===== src/rtl/i2c_bus_arbiter.sv =====
// rtl/i2c_bus_arbiter.sv - round-robin arbiter sharing one I2C EEPROM read engine
module i2c_bus_arbiter #(
    parameter int NUM_REQ        = 2,
    parameter int ADDR_W         = 11,
    parameter int TIMEOUT_CYCLES = 1_600_000,
    parameter int RECOVER_CYCLES = 1_600
) (
    input  logic                      clk,
    input  logic                      reset_n,
    input  logic [NUM_REQ-1:0]        req,
    input  logic [NUM_REQ*ADDR_W-1:0] req_addr,
    output logic [NUM_REQ-1:0]        grant,
    output logic [NUM_REQ-1:0]        done,
    output logic [NUM_REQ-1:0]        timeout_err,
    output logic [7:0]                rd_data,
    output logic                      busy,
    output logic                      eng_read,
    output logic [ADDR_W-1:0]         eng_addr,
    input  logic                      eng_data_ready,
    input  logic [7:0]                eng_data
);

    localparam int PTR_W = (NUM_REQ > 2) ? $clog2(NUM_REQ) : 1;
    localparam int WD_W  = (TIMEOUT_CYCLES > 2) ? $clog2(TIMEOUT_CYCLES) : 1;
    localparam int REC_W = (RECOVER_CYCLES > 1) ? $clog2(RECOVER_CYCLES) : 1;

    localparam logic [2:0] ST_IDLE     = 3'd0;
    localparam logic [2:0] ST_ISSUE    = 3'd1;
    localparam logic [2:0] ST_WAIT     = 3'd2;
    localparam logic [2:0] ST_COMPLETE = 3'd3;
    localparam logic [2:0] ST_RECOVER  = 3'd4;

    logic [2:0]         state_q, state_d;
    logic [NUM_REQ-1:0] grant_q, grant_d;
    logic [NUM_REQ-1:0] done_q, done_d;
    logic [NUM_REQ-1:0] timeout_err_q, timeout_err_d;
    logic [7:0]         rd_data_q, rd_data_d;
    logic               busy_q, busy_d;
    logic               eng_read_q, eng_read_d;
    logic [ADDR_W-1:0]  eng_addr_q, eng_addr_d;
    logic [WD_W-1:0]    wd_q, wd_d;
    logic [REC_W-1:0]   rec_q, rec_d;
    logic [PTR_W-1:0]   rr_q, rr_d;
    logic [PTR_W-1:0]   owner_q, owner_d;

    logic               sel_found;
    logic [PTR_W-1:0]   sel_idx;
    logic [ADDR_W-1:0]  sel_addr;
    logic [PTR_W-1:0]   rr_next;
    logic [WD_W-1:0]    wd_inc;
    int                 cand;

    // First pending requester at or above the round-robin pointer, wrapping.
    always_comb begin
        sel_found = 1'b0;
        sel_idx   = '0;
        cand      = 0;
        for (int i = 0; i < NUM_REQ; i++) begin
            cand = int'(rr_q) + i;
            if (cand >= NUM_REQ) begin
                cand = cand - NUM_REQ;
            end
            if (!sel_found && req[cand[PTR_W-1:0]]) begin
                sel_found = 1'b1;
                sel_idx   = cand[PTR_W-1:0];
            end
        end
    end

    assign sel_addr = ADDR_W'(req_addr >> (int'(sel_idx) * ADDR_W));
    assign rr_next  = (owner_q == PTR_W'(NUM_REQ - 1)) ? '0 : owner_q + 1'b1;
    assign wd_inc   = (&wd_q) ? wd_q : wd_q + 1'b1;

    // Watchdog counts cycles since the read strobe (0 during ISSUE), so the
    // timeout pulse lands exactly TIMEOUT_CYCLES cycles after eng_read.
    always_comb begin
        state_d       = state_q;
        grant_d       = grant_q;
        done_d        = '0;
        timeout_err_d = '0;
        rd_data_d     = rd_data_q;
        eng_read_d    = 1'b0;
        eng_addr_d    = eng_addr_q;
        wd_d          = wd_q;
        rec_d         = rec_q;
        rr_d          = rr_q;
        owner_d       = owner_q;
        case (state_q)
            ST_IDLE: begin
                if (sel_found) begin
                    grant_d    = NUM_REQ'(1) << sel_idx;
                    owner_d    = sel_idx;
                    eng_addr_d = sel_addr;
                    eng_read_d = 1'b1;
                    wd_d       = '0;
                    state_d    = ST_ISSUE;
                end
            end
            ST_ISSUE: begin
                wd_d    = wd_inc;
                state_d = ST_WAIT;
            end
            ST_WAIT: begin
                wd_d = wd_inc;
                if (eng_data_ready) begin
                    rd_data_d = eng_data;
                    done_d    = grant_q;
                    state_d   = ST_COMPLETE;
                end else if (wd_q == WD_W'(TIMEOUT_CYCLES - 1)) begin
                    timeout_err_d = grant_q;
                    grant_d       = '0;
                    rr_d          = rr_next;
                    rec_d         = '0;
                    state_d       = ST_RECOVER;
                end
            end
            ST_COMPLETE: begin
                grant_d = '0;
                rr_d    = rr_next;
                state_d = ST_IDLE;
            end
            ST_RECOVER: begin
                if (rec_q == REC_W'(RECOVER_CYCLES - 1)) begin
                    state_d = ST_IDLE;
                end else begin
                    rec_d = rec_q + 1'b1;
                end
            end
            default: begin
                grant_d = '0;
                state_d = ST_IDLE;
            end
        endcase
        busy_d = (state_d != ST_IDLE);
    end

    always_ff @(posedge clk or negedge reset_n) begin
        if (!reset_n) begin
            state_q       <= ST_IDLE;
            grant_q       <= '0;
            done_q        <= '0;
            timeout_err_q <= '0;
            rd_data_q     <= '0;
            busy_q        <= 1'b0;
            eng_read_q    <= 1'b0;
            eng_addr_q    <= '0;
            wd_q          <= '0;
            rec_q         <= '0;
            rr_q          <= '0;
            owner_q       <= '0;
        end else begin
            state_q       <= state_d;
            grant_q       <= grant_d;
            done_q        <= done_d;
            timeout_err_q <= timeout_err_d;
            rd_data_q     <= rd_data_d;
            busy_q        <= busy_d;
            eng_read_q    <= eng_read_d;
            eng_addr_q    <= eng_addr_d;
            wd_q          <= wd_d;
            rec_q         <= rec_d;
            rr_q          <= rr_d;
            owner_q       <= owner_d;
        end
    end

    assign grant       = grant_q;
    assign done        = done_q;
    assign timeout_err = timeout_err_q;
    assign rd_data     = rd_data_q;
    assign busy        = busy_q;
    assign eng_read    = eng_read_q;
    assign eng_addr    = eng_addr_q;

endmodule


===== config.mk =====
export PLATFORM = sky130hd
export DESIGN_NAME = i2c_bus_arbiter
export DESIGN_NICKNAME = d
export VERILOG_FILES = /design/src/rtl/i2c_bus_arbiter.sv
export SDC_FILE = /design/constraint.sdc
export NUM_CORES = 1
export LEC_CHECK = 0
export BUFFER_PORTS_ARGS = -buffer_cell sky130_fd_sc_hd__buf_2
export CAP_MARGIN = 20
export CORE_MARGIN = 4
export CORE_UTILIZATION = 50
export CTS_CLUSTER_DIAMETER = 150
export DETAILED_ROUTE_END_ITERATION = 12
export GPL_ROUTABILITY_DRIVEN = 0
export PLACE_DENSITY = 0.76
export SYNTH_ARGS = -nofsm -noshare
export SYNTH_HDL_FRONTEND = slang
export SYNTH_SLANG_ARGS = --single-unit

===== constraint.sdc =====
create_clock -name clk -period 2.2 [get_ports clk]
set_input_delay 0 -clock clk [delete_from_list [all_inputs] [get_ports clk]]
set_output_delay 0 -clock clk [all_outputs]
set_load 0.01 [all_outputs]

Word level (Yosys, flattened, before mapping)
Cells that the tools add are included.

word-level totals
  bits in registers = 64
  bits of input ports = 35
  output and inout bits = 27
  word-level logic and storage cells = 90

operators by class
  add/subtract/negate cells = 6
  $mul = 1
  order comparisons = 4
  eq/ne operators = 11
  shift-type cells = 2
  muxes and demuxes = 37
  bitwise logic cells = 1
  reduce and logical (&&, ||, !) cells = 16

operator list
  kind                                                                   number
  21-bit two-way mux                                                     2
  21-bit case mux with 2 select lines                                    1
  11-bit two-way mux                                                     3
  11-bit case mux with 2 select lines                                    1
  22-bit by 5-bit >> shifter with 11-bit output                          1
  21-bit by 1-bit adder with 21-bit output, second input constant        1
  21-bit equality test, second input constant                            1
  21-bit AND reduction                                                   1
  2-bit two-way mux                                                      8
  1-bit two-way mux                                                      15
  3-bit two-way mux                                                      4
  3-bit case mux with 4 select lines                                     1
  11-bit by 1-bit adder with 11-bit output, second input constant        1
  11-bit equality test, second input constant                            1
  2-bit != test, second input constant                                   5
  4-bit AND reduction                                                    2
  3-bit by 2-bit equality test with 1-bit output, second input constant  2
  2-bit case mux with 3 select lines                                     1
  3-bit AND reduction                                                    2
  2-bit nonzero test                                                     3
  1-bit by 4-bit multiplier with 5-bit output, second input constant     1
  1-bit by 2-bit < comparator with 1-bit output, second input constant   2
  2-bit AND reduction                                                    2
  2-bit OR reduction                                                     2
  other kinds (14)                                                       15

Longest topological paths before layout
Gate-level depths: netlist (run 1).

  word-level depth = 11
  mapped depth = 8

Worst setup path after synthesis (run 1)
Ideal clock, no wire load.

  path kind = register to register
  start = reg wd_q[0]
  end = reg rec_q[5]
  arrival time = 2.009 ns
  setup slack = 0.072 ns
  stages on the path, launching flop included = 7
  buffers on the path = 0
  clock period less this slack = 2.128 ns
  path through = dfrtp_1 ha_1 or4bb_1 or3_4 nor3_4 nor2_2 o21a_1

between the ends
  longest elaborated chain between the ends = 3

RTL lines
  element                               line  text
  start, declared                       41    logic [WD_W-1:0] wd_q, wd_d;
  start signal, assigned                160   wd_q <= wd_d;
  21-bit equality test                  109   end else if (wd_q == WD_W'(TIMEOUT_CYCLES - 1)) begin
  2-bit != test (no source line)        -
  4-bit AND reduction (no source line)  -
  end signal, assigned                  161   rec_q <= rec_d;
  end, declared                         42    logic [REC_W-1:0] rec_q, rec_d;

Every way passes these cells.
A chain may end at the register's enable or synchronous reset.

Worst setup path after layout (run 1)
  start = reg wd_q[1]
  end = reg rec_q[1]

Same word-level chain as after synthesis.

==> results.cfg, run 1 <==
[outcome]
status = finished clean

[setup_path]
critical_path.cell_chain = ha_4 -> or4bb_1 -> or3_4 -> nor3_4 -> nor2_2 -> a22o_1
r2r_start = wd_q[1]$_DFFE_PN0P_
cpLargestDelayFamily = simple AND/OR/NAND/NOR gates
crit_buf_inv = 0
critPathArrivalTime_ns = 2.27
crit_path_start = wd_q[1]$_DFFE_PN0P_
cp.required_ns = 2.42
path_class = reg -> reg
crit_path_max_incr_delay_ns = 0.50
startpoint_type = flip-flop
slowest_stage = or4bb_1
reg2regPathDepth = 6
end_kind = flip-flop
crit_cells = 6
critPathMaxFanout = 6

[yosys]
seq_area_frac_synth_pct = 50.7
ys_ff_latch = 64
synthTopCellsByArea = dfrtp_1 (51%), mux2i_1 (4.4%), nand2_1 (3.4%)
synthArstFlopShare_pct = 100
synth_edf_count = 0
synth_common_cells = dfrtp_1 (64), nand2_1 (29), o21ai_0 (19)
yosysTopAreaCell = dfrtp_1
synth_most_common_cell = dfrtp_1
ys.flop_type = dfrtp_1
synth.distinct_cells = 51
postSynthCellCount = 311
synthesis.area_sq_um = 3160
avgSynthCellArea_sq_um = 10.2
yosys_warnings = 0
syn-num-nets = 348
synth_top_area_share_pct = 50.7

[pwr]
power_switching_mw = 1.37
p_leak_nw = 1.96
p_int_mw = 2.59
power_mw = 3.96
irDropWorstVdd_v = 0.000805
pwr-share-comb_pct = 34.4
p_clk_share_pct = 23.8
swShare_pct = 34.5
power.density_nw_per_um2 = 950
p_seq_share_pct = 41.8

[sta]
hold_viol_final = 0
relSlewSlack_pct = 50.4
setup_tns_ns = 0
max_freq_mhz = 487
fin_skew_ns = 0.0107
grt_setup_unrepaired = no
min_period_ns = 2.05
setup_slack_ns = 0.146
timing.final.crit_share_pct = 93.4
report.final.setup_viol = 0
slew_violations = 0
worst_pin_slew_ns = 0.744

[min_path]
min_from = req_addr[13]
min_path_type = in -> reg
hold_path_depth = 3

[clock_tree]
cts_root_buffer = clkbuf_8
clock_tree.buffer_depth = 2
cts_tree = yes
clkLatencyLatePin_ns = 0.33
clock-sinks = 64
cts_buffers = 9
clk_pin_slew_ns = 0.06
htreeDepth = 3

[placement]
dpl.hpwl_microns = 5340
place_ws_ns = 0.0709
io_buffers = 61

[final_layout]
fin_nets = 458
antenna_cells = 0
syn_to_final_growth_pct = 32.0
drive_above_1_share_pct = 26.1
fin_util_pct = 69.2

[floorplan]
ios = 62
rows = 28
dieArea_sq_um = 7650
core_sq_um = 6030
dieHeight_microns = 87.5
fp.dieW_microns = 87.5
initial_core_util_pct = 52.4

[routing]
vias = 2801
first_pass_iters = 4
wl_per_cell_microns = 16.1
drt_wl_total_microns = 8070
ant_nets = 0
vias_per_cell = 5.59
drtIter0Drc = 138
drcViolationCount = 0

[global_routing]
grt_pass1_vias = 2877
grt_pass1_wl_microns = 13500
grt_overflow = 0
grt_max_degree = 35
antenna_found_initial = 0
grtUsageTotal_pct = 22.9

[run]
drv_cap = 0
## cell type report
type	count	area [sq um]
Inverter	12	45.0
Timing Repair Buffer	112	776
Tap cell	75	93.8
Clock buffer	12	135
Fill cell	460	1860
Multi-Input combinational cell	222	1470
Clock inverter	4	45.0
Sequential cell	64	1600
## state kept, by name (all words and copies together) (netlist names), 2 cells and up
| register | cells |
|---|---|
| eng_addr | 11 |
| rec_q | 11 |
| timeout_err | 2 |
| wd_q | 21 |
| state_q | 3 |
| done | 2 |
| grant | 2 |
| rd_data | 8 |
## worst paths after layout
path,endpoint,slack (ns)
worst max-delay path,rec_q[1]$_DFFE_PN0P_,0.15
worst min-delay path,eng_addr[2]$_DFFE_PN0P_,0.03
worst max register to register,rec_q[1]$_DFFE_PN0P_,0.15
worst min register to register,rr_q$_DFFE_PN0P_,0.44
max in group asynchronous,wd_q[0]$_DFFE_PN0P_,1.29
min in group asynchronous,eng_addr[6]$_DFFE_PN0P_,0.26
## placed cells by master (no fill, tap or decap), drive strengths merged, types with 9 or more instances in the layout
master / instances
and3: 9
clkbuf: 12
dlygate4sd3: 30
nand2: 29
nand3: 11
mux2: 9
nor2: 19
inv: 11
dfrtp: 64
a21oi: 18
mux2i: 14
o21ai: 21
buf: 82
## metal layers
layer / vias up / GRT usage, % / routed length (microns)
met5: - / 0 / 0
met4: 0 / 9.34 / 186
met3: 20 / 7.38 / 543
met2: 98 / 37.7 / 4050
met1: 1330 / 27.8 / 3290
li1: 1353 / - / -
## logic make-up (layout without fill, tap and decap cells)
group	count (synthesis)	in the layout	synth area share (%)
mux	23	23	7.65
flops	64	64	50.7
simple gates	118	118	21.1
xor+xnor	11	11	3.05
buf+inv	25	140	3.25
compound gates	68	68	13.4
fa+ha+maj	2	2	0.792
## what timing repair did
action,in CTS,in global routing
buffers inserted,0,0
hold buffers,30,0
endpoints found under the setup margin,0,13
endpoints found under the hold margin,50,0
resized for setup,0,3
## power by group through the flow
stage          combinational (mW)  sequential [mW]  clock (mW)
2_1_floorplan               0.682             1.71           0
3_3_place_gp                 1.24             1.64           0
3_5_place_dp                 1.29             1.65           0
4_1_cts                      1.35             1.64       0.974
5_1_grt                      1.52             1.69        1.02
6_report                     1.36             1.66       0.942
## tightest hold or removal path: stages
cell	delay (ns)
buf_2	0.07
mux2i_1	0.05
o21ai_0	0.19
## per-stage QoR
stage	cell area (sq um)	cells	hold slack (ns)
3_5_place_dp	3670	455	0.103
5_1_grt	4170	501	0.0625
4_1_cts	4150	501	0.0316
2_1_floorplan	3160	311	-0.296
3_3_place_gp	3670	455	0.0903
6_report	4170	501	0.0320
No activity file was read; power rests on OpenSTA's default activity.
==> run 2: changes to the inputs <==
--- a/config.mk
+++ b/config.mk
@@ -5,6 +5,7 @@
 export SDC_FILE = /design/constraint.sdc
 export NUM_CORES = 1
 export LEC_CHECK = 0
+export ABC_AREA = 1
 export BUFFER_PORTS_ARGS = -buffer_cell sky130_fd_sc_hd__buf_2
 export CAP_MARGIN = 20
 export CORE_MARGIN = 4
@@ -12,7 +13,9 @@
 export CTS_CLUSTER_DIAMETER = 150
 export DETAILED_ROUTE_END_ITERATION = 12
 export GPL_ROUTABILITY_DRIVEN = 0
+export GPL_TIMING_DRIVEN = 1
 export PLACE_DENSITY = 0.76
+export REMOVE_ABC_BUFFERS = 1
 export SYNTH_ARGS = -nofsm -noshare
 export SYNTH_HDL_FRONTEND = slang
 export SYNTH_SLANG_ARGS = --single-unit
==> results.cfg, run 2 <==
[yosys]
synth-adder-area-share_pct = 0.742
postSynthCellCount = 447
ys_ff_latch = 64
yosys.area_share.simple_pct = 34.9
synth_top_area_share_pct = 47.5
synth_top_family_by_area = simple AND/OR/NAND/NOR gates
yosys_warnings = 0
ys.flop_type = dfrtp_1
synth-xor-area-share_pct = 3.89
synth_edf_count = 0
yosysTopAreaCell = dfrtp_1
avgSynthCellArea_sq_um = 7.55
synthArstFlopShare_pct = 100
synth.distinct_cells = 32
synthTopCellsByArea = dfrtp_1 (47%), nand2_1 (17%), nor2_1 (5.7%)
muxShareOfSynthArea_pct = 0
synthesis.area_sq_um = 3370
synth_compound_area_share_pct = 6.53
seq_area_frac_synth_pct = 47.5
synth_common_cells = nand2_1 (157), dfrtp_1 (64), nor2_1 (51)
synth_most_common_cell = nand2_1

[setup_path]
crit_path_max_incr_delay_ns = 0.59
path_class = reg -> reg
crit_buf_inv = 5
critPathMaxFanout = 23
end_kind = flip-flop
reg2regPathDepth = 9
cp.required_ns = 2.48
critPathArrivalTime_ns = 2.28
critical_path.cell_chain = inv_1 -> nand3_1 -> inv_1 -> nand2_1 -> inv_1 -> buf_6 -> nor2_1 -> a31oi_1 -> dlygate4sd3_1
crit_cells = 9
cpLargestDelayFamily = buffers and inverters
startpoint_type = flip-flop
slowest_stage = dlygate4sd3_1
cpMostUsedCell = inv_1

[final_layout]
drive_above_1_share_pct = 18.1
fin_nets = 584
syn_to_final_growth_pct = 26.1
final_common_cell = nand2_1
antenna_cells = 0
final_cell_mix = nand2_1 (157), dfrtp_1 (64), buf_2 (61)
fin_util_pct = 65.9
largest_reg_flops = 21
fillers = 512
regMostFlops = wd_q

[sta]
slew_violations = 0
max_freq_mhz = 500
fin_skew_ns = 0.0100
setup_tns_ns = 0
worst_pin_slew_ns = 0.613
hold_viol_final = 0
min_period_ns = 2.00
report.final.setup_viol = 0
relSlewSlack_pct = 59.1
hold_slack_ns = 0.0690
timing.final.crit_share_pct = 90.9
grt_setup_unrepaired = no

[pwr]
irDropWorstVdd_v = 0.000684
power.density_nw_per_um2 = 992
p_leak_nw = 2.03
power_mw = 4.22

[clock_tree]
clkLatencyLatePin_ns = 0.34
cts_root_buffer = clkbuf_8
cts_buffers = 9
htreeDepth = 3
clock-sinks = 64
clk_pin_slew_ns = 0.08
cts_setup_buffers = 0
clock_tree.buffer_depth = 2
cts_tree = yes

[routing]
wl_per_cell_microns = 13.4
drt_wl_total_microns = 8400
drtIter0Drc = 229
first_pass_iters = 8
ant_nets = 0
vias_per_cell = 5.21
vias = 3280
drcViolationCount = 0

[min_path]
min_path_type = in -> reg
hold_path_depth = 5

[floorplan]
rows = 29
initial_core_util_pct = 52.2
dieArea_sq_um = 8130
dieHeight_microns = 90.2
ios = 62
core_sq_um = 6460
fp.dieW_microns = 90.2

[outcome]
status = finished clean

[global_routing]
grt_pass1_wl_microns = 14600
grt_overflow = 0
grtUsageTotal_pct = 21.9
grt_max_degree = 40
grt_pass1_vias = 3212
antenna_found_initial = 0

[placement]
dpl.hpwl_microns = 5440
io_buffers = 61

[run]
drv_cap = 0
[run 2: cell types whose count changed after synthesis, moves of 9 or more]
cell     before  now
nor3_1        1   10
a21oi_1      18    3
nand3_1      11   33
and3_1        9    0
mux2_2        9    0
o21ai_1       2   19
nor2_1       18   51
mux2i_1      14    0
o21ai_0      19    5
inv_1        11   36
nand2_1      29  157
[run 2: area by class of cell]
class,instances,area [sq um],area share [%]
timing repair buffer,98,677,15.9
clock buffer,9,124,2.91
sequential,64,1600,37.6
tap,77,96.3,2.26
clock inverter,7,47.5,1.12
multi-input combinational,332,1550,36.5
inverter,42,158,3.70
[run 2: stage by stage]
stage	cell area, sq um	instances	worst slack (ns)
after detailed placement	3770	582	0.341
after global routing	4260	629	0.0434
after floorplan	3310	438	0.595
after global placement	3770	582	0.432
after CTS	4250	629	0.242
final	4260	629	0.200
[run 2: report_power, final]
part           switching, mW  internal, mW  leakage, nW
clock network          0.486         0.408       0.0854
logic                   1.01         0.686         1.14
registers              0.173          1.45        0.807
[run 2: cells by family after synthesis]
logic type | after synthesis
AO/OA/AOI/OAI | 40
XOR/XNOR | 15
adder cells (fa/ha/maj) | 2
buffers and inverters | 51
flip-flops | 64
AND/OR/NAND/NOR | 275
[run 2: final timing paths]
path | from | endpoint | slack (ns)
hold reg to reg | rd_data[6]$_DFFE_PN0P_ | rd_data[6]$_DFFE_PN0P_ | 0.47
max in group asynchronous | reset_n | state_q[2]$_DFF_PN0_ | 1.36
hold / removal | req[1] | owner_q$_DFFE_PN0P_ | 0.07
setup / recovery | state_q[0]$_DFF_PN0_ | eng_addr[5]$_DFFE_PN0P_ | 0.20
min in group asynchronous | reset_n | eng_read$_DFF_PN0_ | 0.22
setup reg to reg | state_q[0]$_DFF_PN0_ | eng_addr[5]$_DFFE_PN0P_ | 0.20
[run 2: timing repair]
| action | 4_1_cts | 5_1_grt |
|---|---|---|
| setup endpoints to repair | 0 | 1 |
| gates resized for setup | 0 | 1 |
| endpoints found under the hold margin | 44 | 0 |
| hold buffers | 31 | 0 |
[run 2: metal layers]
metal / global-route usage [%] / wire [microns] / up-vias
met2: 35.3 / 3920 / 125
met1: 28.5 / 3740 / 1513
li1: - / - / 1627
met5: 0 / 0 / -
met4: 7.65 / 137 / 0
met3: 5.93 / 600 / 15
[run 2: worst reg2reg max path, stage by stage (launching register included)]
cell           delay [ns]
dfrtp_1              0.38
inv_1                0.10
nand3_1              0.17
inv_1                0.11
nand2_1              0.07
inv_1                0.09
buf_6                0.20
nor2_1               0.06
a31oi_1              0.16
dlygate4sd3_1        0.59
==> run 3: changes to the inputs <==
--- a/config.mk
+++ b/config.mk
@@ -5,7 +5,6 @@
 export SDC_FILE = /design/constraint.sdc
 export NUM_CORES = 1
 export LEC_CHECK = 0
-export ABC_AREA = 1
 export BUFFER_PORTS_ARGS = -buffer_cell sky130_fd_sc_hd__buf_2
 export CAP_MARGIN = 20
 export CORE_MARGIN = 4
@@ -14,7 +13,7 @@
 export DETAILED_ROUTE_END_ITERATION = 12
 export GPL_ROUTABILITY_DRIVEN = 0
 export GPL_TIMING_DRIVEN = 1
-export PLACE_DENSITY = 0.76
+export PLACE_DENSITY_LB_ADDON = 0.08
 export REMOVE_ABC_BUFFERS = 1
 export SYNTH_ARGS = -nofsm -noshare
 export SYNTH_HDL_FRONTEND = slang
==> results.cfg, run 3 (synthesis results as in run 1) <==
[outcome]
status = finished clean

[clock_tree]
cts_buffers = 9
clk_pin_slew_ns = 0.07
clkLatencyLatePin_ns = 0.34
cts_tree = yes
htreeDepth = 3
cts_root_buffer = clkbuf_8
clock-sinks = 64
clock_tree.buffer_depth = 2
cts_setup_buffers = 0

[setup_path]
end_kind = flip-flop
reg2regPathDepth = 5
critPathMaxFanout = 9
critPathArrivalTime_ns = 2.30
crit_buf_inv = 0
r2r_start = wd_q[8]$_DFFE_PN0P_
startpoint_type = flip-flop
r2r_setup_slack_ns = 0.13
path_class = reg -> reg
cpLargestDelayFamily = simple AND/OR/NAND/NOR gates
reg2reg_to = rec_q[5]$_DFFE_PN0P_
crit_path_max_incr_delay_ns = 0.54
cp.required_ns = 2.43
slowest_stage = or4b_1
critical_path.cell_chain = or4b_1 -> or3_4 -> nor3_4 -> nor2_2 -> o21a_1

[routing]
vias_per_cell = 5.64
first_pass_iters = 4
vias = 2819
drcViolationCount = 0
drt_wl_total_microns = 7760
ant_nets = 0
drtIter0Drc = 152
wl_per_cell_microns = 15.5

[sta]
fin_skew_ns = 0.00785
grt_setup_unrepaired = no
relSlewSlack_pct = 53.2
hold_slack_ns = 0.106
max_freq_mhz = 483
min_period_ns = 2.07
setup_slack_ns = 0.130
worst_pin_slew_ns = 0.703
timing.final.crit_share_pct = 94.1
slew_violations = 0
hold_viol_final = 0
report.final.setup_viol = 0

[min_path]
hold_end = grant[1]$_DFFE_PN0P_
min_path_type = in -> reg
hold_path_depth = 4
min_from = req[0]

[global_routing]
grt_pass1_wl_microns = 13500
grtUsageMet3_pct = 5.20
gr-usage-met1_pct = 30.0
busiest_layer = met2
grt_max_degree = 36
grt_overflow = 0
grtUsageTotal_pct = 22.9
antenna_found_initial = 0
grt_use_met2_pct = 35.6
grt_pass1_vias = 2885

[placement]
post_dp_cell_area_sq_um = 3660
dpl.hpwl_microns = 5130
place_ws_ns = 0.0710
dp.cells = 453
io_buffers = 61

[pwr]
swShare_pct = 33.8
pwr-share-comb_pct = 33.2
power_switching_mw = 1.37
power.density_nw_per_um2 = 962
p_leak_nw = 1.97
p_seq_share_pct = 40.9
p_clk_share_pct = 25.9
irDropWorstVdd_v = 0.000563
p_int_mw = 2.67
power_mw = 4.04

[final_layout]
drive_above_1_share_pct = 25.6
final_common_cell = dfrtp_1
largest_reg_flops = 21
syn_to_final_growth_pct = 32.9
final_cell_mix = dfrtp_1 (64), buf_2 (61), dlygate4sd3_1 (32)
final_cell_area_sq_um = 4200
stdcell_count = 500
antenna_cells = 0
fin_nets = 458
regMostFlops = wd_q

[floorplan]
rows = 28
core_sq_um = 6030
initial_core_util_pct = 52.4
fp.dieW_microns = 87.5
ios = 62
dieHeight_microns = 87.5
dieArea_sq_um = 7650

[run]
drv_cap = 0
[run 3: cell count changes in the layout (fill, tap and decap cells not counted), moves of 7 or more]
cell and delta:
nand3_1 -22, nand2_1 -128, and3_1 +9, mux2_2 +9, o21ai_1 -18, buf_4 +14
nor2_1 -33, o21ai_0 +14, inv_1 -25, or4_1 +7, a21oi_1 +15, nor3_1 -9
a31oi_1 -7, mux2i_1 +14
[run 3: worst max path at each step]
stage	slack [ns]	cells past startpoint	from	end
global route	0.009	6	wd_q[0]$_DFFE_PN0P_	rec_q[5]$_DFFE_PN0P_
finish	0.13	5	wd_q[8]$_DFFE_PN0P_	rec_q[5]$_DFFE_PN0P_
global placement	0.13	6	wd_q[0]$_DFFE_PN0P_	rec_q[5]$_DFFE_PN0P_
CTS	0.07	6	wd_q[0]$_DFFE_PN0P_	rec_q[5]$_DFFE_PN0P_
floorplan	-0.51	5	state_q[2]$_DFF_PN0_	wd_q[8]$_DFFE_PN0P_
detailed placement	0.07	6	wd_q[0]$_DFFE_PN0P_	rec_q[5]$_DFFE_PN0P_
[run 3: timing repair]
action / 4_1_cts / 5_1_grt
resized for setup: 0 / 2
hold endpoints to repair: 50 / 0
endpoints found under the setup margin: 0 / 14
hold buffers: 32 / 0
[run 3: cell type report]
class / instances / area, sq um
Fill cell: 459 / 1830
Sequential cell: 64 / 1600
Multi-Input combinational cell: 222 / 1470
Timing Repair Buffer: 112 / 781
Clock buffer: 13 / 169
Tap cell: 75 / 93.8
Inverter: 12 / 45.0
Clock inverter: 2 / 37.5
[run 3: stage by stage]
stage          util [%]  TNS [ns]
6_report           69.7         0
2_1_floorplan         -     -1.88
4_1_cts            69.5         0
5_1_grt            69.7         0
3_5_place_dp       60.7         0
3_3_place_gp       60.7         0
[run 3: worst min-delay path, stage by stage]
cell	delay [ns]
buf_2	0.12
a211oi_1	0.07
a21oi_1	0.12
o32ai_1	0.09
[run 3: routing by layer]
layer | vias to the layer above | part of all wire (%)
met5 | - | 0
met4 | 0 | 3.2
met3 | 24 | 6.3
met2 | 90 | 45
met1 | 1350 | 45
li1 | 1355 | -
[run 3: power by group through the flow]
stage / logic, mW / clock network [mW] / registers (mW)
after global placement: 1.23 / 0 / 1.65
after CTS: 1.32 / 1.06 / 1.64
after global routing: 1.50 / 1.11 / 1.69
after floorplan: 0.617 / 0 / 1.74
after detailed placement: 1.26 / 0 / 1.65
final: 1.34 / 1.05 / 1.65
